<file path="config.mk">
export PLATFORM = sky130hd
export DESIGN_NAME = regfile_mp
export DESIGN_NICKNAME = d
export VERILOG_FILES = /design/src/rtl/regfile_mp.sv
export SDC_FILE = /design/constraint.sdc
export NUM_CORES = 2
export LEC_CHECK = 0
export CELL_PAD_IN_SITES_DETAIL_PLACEMENT = 0
export CELL_PAD_IN_SITES_GLOBAL_PLACEMENT = 1
export CORE_UTILIZATION = 30
export DETAILED_ROUTE_END_ITERATION = 6
export PLACE_DENSITY_LB_ADDON = 0.1
export SLEW_MARGIN = 20
export SYNTH_ARGS = -nofsm -noshare
export SYNTH_HDL_FRONTEND = slang
export SYNTH_SLANG_ARGS = --single-unit
export TNS_END_PERCENT = 100
</file>
<file path="constraint.sdc">
create_clock -name clk -period 3.4 [get_ports clk]
set_clock_uncertainty 0.05 [all_clocks]
set_input_delay 0.68 -clock clk [delete_from_list [all_inputs] [get_ports clk]]
set_output_delay 0.68 -clock clk [all_outputs]
set_load 0.03 [all_outputs]
</file>
<file path="src/rtl/regfile_mp.sv">
// Multi-port register file with x0 hardwired to zero, optional write-to-read bypass and a busy scoreboard.
// Reads are combinational, the debug port has 1-cycle latency, and there is no backpressure (every port is accepted each cycle).
module regfile_mp #(
  parameter int WIDTH     = 32,
  parameter int REG_COUNT = 32,
  parameter int REG_BITS  = $clog2(REG_COUNT),
  parameter int NR        = 2,
  parameter int NW        = 1,
  parameter int BYPASS    = 1
) (
  input  logic                   clk,
  input  logic                   rstn,
  input  logic [NR*REG_BITS-1:0] rd_addr,
  output logic [NR*WIDTH-1:0]    rd_data,
  output logic [NR-1:0]          rd_busy,
  input  logic [NW-1:0]          wr_en,
  input  logic [NW*REG_BITS-1:0] wr_addr,
  input  logic [NW*WIDTH-1:0]    wr_data,
  input  logic                   iss_en,
  input  logic [REG_BITS-1:0]    iss_addr,
  input  logic [REG_BITS-1:0]    dbg_addr,
  output logic [WIDTH-1:0]       dbg_data,
  output logic [REG_COUNT-1:0]   busy_vec
);

  logic [WIDTH-1:0]     regs_q [REG_COUNT];
  logic [WIDTH-1:0]     regs_d [REG_COUNT];
  logic [REG_COUNT-1:0] busy_q;
  logic [REG_COUNT-1:0] busy_d;
  logic [WIDTH-1:0]     dbg_q;
  logic [WIDTH-1:0]     dbg_d;

  // Ports are walked in ascending order so the highest-numbered port wins a
  // same-address conflict; the issue set is applied last so a new producer wins.
  always_comb begin
    logic [REG_BITS-1:0] wa;
    wa = '0;
    for (int n = 0; n < REG_COUNT; n++) begin
      regs_d[n] = regs_q[n];
    end
    busy_d = busy_q;
    for (int w = 0; w < NW; w++) begin
      wa = wr_addr[w*REG_BITS +: REG_BITS];
      if (wr_en[w] && (wa != '0)) begin
        regs_d[wa] = wr_data[w*WIDTH +: WIDTH];
        busy_d[wa] = 1'b0;
      end
    end
    if (iss_en && (iss_addr != '0)) begin
      busy_d[iss_addr] = 1'b1;
    end
    busy_d[0] = 1'b0;
    regs_d[0] = '0;
    dbg_d     = regs_q[dbg_addr];
  end

  always_comb begin
    logic [REG_BITS-1:0] ra;
    logic [WIDTH-1:0]    val;
    logic                hit;
    ra      = '0;
    val     = '0;
    hit     = 1'b0;
    rd_data = '0;
    rd_busy = '0;
    for (int i = 0; i < NR; i++) begin
      ra  = rd_addr[i*REG_BITS +: REG_BITS];
      val = regs_q[ra];
      hit = 1'b0;
      if (BYPASS != 0) begin
        for (int w = 0; w < NW; w++) begin
          if (wr_en[w] && (wr_addr[w*REG_BITS +: REG_BITS] == ra) && (ra != '0)) begin
            val = wr_data[w*WIDTH +: WIDTH];
            hit = 1'b1;
          end
        end
      end
      if (ra == '0) begin
        val = '0;
      end
      rd_data[i*WIDTH +: WIDTH] = val;
      rd_busy[i]                = busy_q[ra] & ~hit;
    end
  end

  always_ff @(posedge clk or negedge rstn) begin
    if (!rstn) begin
      for (int n = 0; n < REG_COUNT; n++) begin
        regs_q[n] <= '0;
      end
      busy_q <= '0;
      dbg_q  <= '0;
    end else begin
      for (int n = 0; n < REG_COUNT; n++) begin
        regs_q[n] <= regs_d[n];
      end
      busy_q <= busy_d;
      dbg_q  <= dbg_d;
    end
  end

  assign dbg_data = dbg_q;
  assign busy_vec = busy_q;

endmodule

</file>
==> metrics <==
status=finished, violations left; failing checks=setup timing; f_max=292 MHz; Total Wirelength=304,000 um; Initial Utilization=0.303; Crit path depth=9; Root Buffer=clkbuf_16; worst r2r src=regs_q[851]; DRT iter0 DRCs=4,236; critical path type=in -> out; Worst Path Max Fanout=7; Final Hold Viols=0; Die ar.=220,000 um2; r2r setup slk=1.23 ns; Min Hold Slack=0.326 ns; final worst path period need=3.43 ns; Setup WS post-layout=-0.0303 ns; CP endpoint kind=output port; P_leak=36.3 nW; prevailing post-synth register cell=dfrtp_1; crit-path max cell delay=0.48 ns; met2 GRT Util=0.445; layout cells sized above 1=0.501; most area-consuming cells after synthesis=dfrtp_1 40%, mux2_2 19%, mux4_2 15%, mux2i_1 9.9%, a21oi_1 1.9%; die span in y=469 um; DPL Wire Length=204,000 um; port bufs=189; CP bufs+invs=4; synth cell count leaders=1,114 x mux2_2, 1,055 x dfrtp_1, 646 x mux2i_1; grt total ovfl=0; HP Class=in -> async; Worst-path clk slew=0.05 ns; Synth Register Bits=1,055; worst-case clock buffer depth=3; leading area contributor after synthesis=dfrtp_1; vias per std cell=5.86; met3 Use GR=0.0446; grt peak-use layer=met2; EDFF count, synth=0; Worst R2R End=dbg_data[19]; synthesized area=65,300 um2; cts bufs inserted=135; worst path arrival time=2.70 ns; CP max stage cell=nor3_2; H-Tree Level Count=4; CP required=2.67 ns; global placement routability congestion=0.837; Synth-to-Final Area Change=27.5%; Final Core Density=0.386; row count=170; number of I/O pins=191; Mean Syn Cell Area=12.9 um2; CTS tree=built; global-route wire length before repair=424,000 um; most frequent cell after synthesis=mux2_2; maxcap violations=0; Tcrit/Tclk final=1.01; Worst Setup SP=rd_addr[6]; Net Count, Synth=5,119; critical path's top delay family=simple AND/OR/NAND/NOR gates; unrepaired setup endpoints after global routing=yes; vias in the first global route=51,400; total track usage=0.274; vias=49,600; pre-CTS setup slack=-0.578 ns; Peak VDD IR=0.493 mV; Yosys top cell area share=0.404; ANT nets after route=0; Core Box Area=215,000 um2; startpoint class of the critical path=input port; first drt pass iteration count=5; Slew @ Worst Pin=0.928 ns; sequential element share of the synthesized area=0.404; final setup fails=13; met1 GRT Util=0.369; Post-Syn Instances=5,058; worst skew pair latency=0.80 ns; synthesis warning total=0; critical path, cell by cell=buf_12, buf_12, nor2b_4, buf_4, a221o_1, a21oi_1, nor3_2, o221a_2, buf_6; Final #Nets=5,580; DRC=0; largest net degree at the start of global routing=105; Avg WL per Cell=36.0 um; Async SR Flop Fraction=1.00; Die Wd=469 um; CP most frequent cell=buf_12; Worst R2R Path Depth=5; Yosys cell types=45; CP endpoint=rd_data[39]; Rel. slew slack=0.381; initial antenna violation count=17; Pwr Total=45.1 mW; clock sinks=1,055; Cell Pwr Density=542 nW/um2; final slew viol count=0
cells by family after synthesis:
kind of cell | after synthesis | synth area share
other | 1 | 0.0000574
buffers and inverters | 562 | 0.0377
AO/OA/AOI/OAI | 667 | 0.0735
XOR/XNOR | 10 | 0.00134
flip-flops | 1055 | 0.404
AND/OR/NAND/NOR | 565 | 0.0423
multiplexers | 2198 | 0.441
sequential cells by signal, summed over array words and instances (netlist names):
| signal | flops |
|---|---|
| busy_vec | 31 |
| dbg_data | 32 |
| regs_q | 992 |
repair_timing:
item / in CTS / in global routing
resized for setup: 222 / 136
pin swaps: 46 / 34
hold buffers: 1 / 0
gates cloned: 3 / 6
setup buffers: 40 / 32
endpoints found under the setup margin: 66 / 62
hold endpoints to repair: 11 / 0
cell type report:
class	count	area [um2]
sequential	1055	26400
antenna	7	17.5
inverter	2	7.51
fill	20500	132000
tap	2838	3550
clock inverter	33	398
clock buffer	202	4110
timing repair buffer	884	10600
multi-input combinational	3441	38200
layer usage:
layer | up-vias | routed length [um]
li1 | 20600 | -
met1 | 26900 | 133000
met2 | 1669 | 143000
met3 | 475 | 16800
met4 | 8 | 11900
met5 | - | 59
placed cells by master (no fill, tap or decap), types with 60 or more instances in the layout:
cell,instances
mux2_2,1113
dfrtp_1,1055
mux2i_1,644
buf_4,449
mux4_2,430
buf_12,241
a21oi_1,207
nand2_1,153
nand3_1,148
clkbuf_16,146
a22oi_1,132
clkdlybuf4s50_1,101
a221o_1,60
how the worst min path moves through the flow:
stage          slack [ns]         from           end  cells past startpoint
2_1_floorplan        0.33         rstn  busy_vec[10]                      0
3_3_place_gp         0.47  regs_q[359]   regs_q[359]                      1
3_5_place_dp         0.48  regs_q[359]   regs_q[359]                      1
4_1_cts              0.28         rstn   regs_q[822]                      2
5_1_grt              0.33         rstn   regs_q[790]                      2
6_report             0.33         rstn   regs_q[822]                      2
per-stage QoR:
stage	area (um2)	cells	setup TNS (ns)
after floorplan	65300	5058	0
after CTS	82200	8429	-0.817
after detailed placement	76300	8161	-15.78
after global routing	83200	8459	-0.819
after global placement	76300	8161	-16.96
final	83200	8462	-0.206
report_power, final:
| group | leakage (nW) | switching [mW] | internal (mW) |
|---|---|---|---|
| logic | 20.6 | 5.63 | 6.88 |
| registers | 13.5 | 2.62 | 15.1 |
| clock network | 2.21 | 6.08 | 8.86 |
No activity file was read; power rests on OpenSTA's default activity.
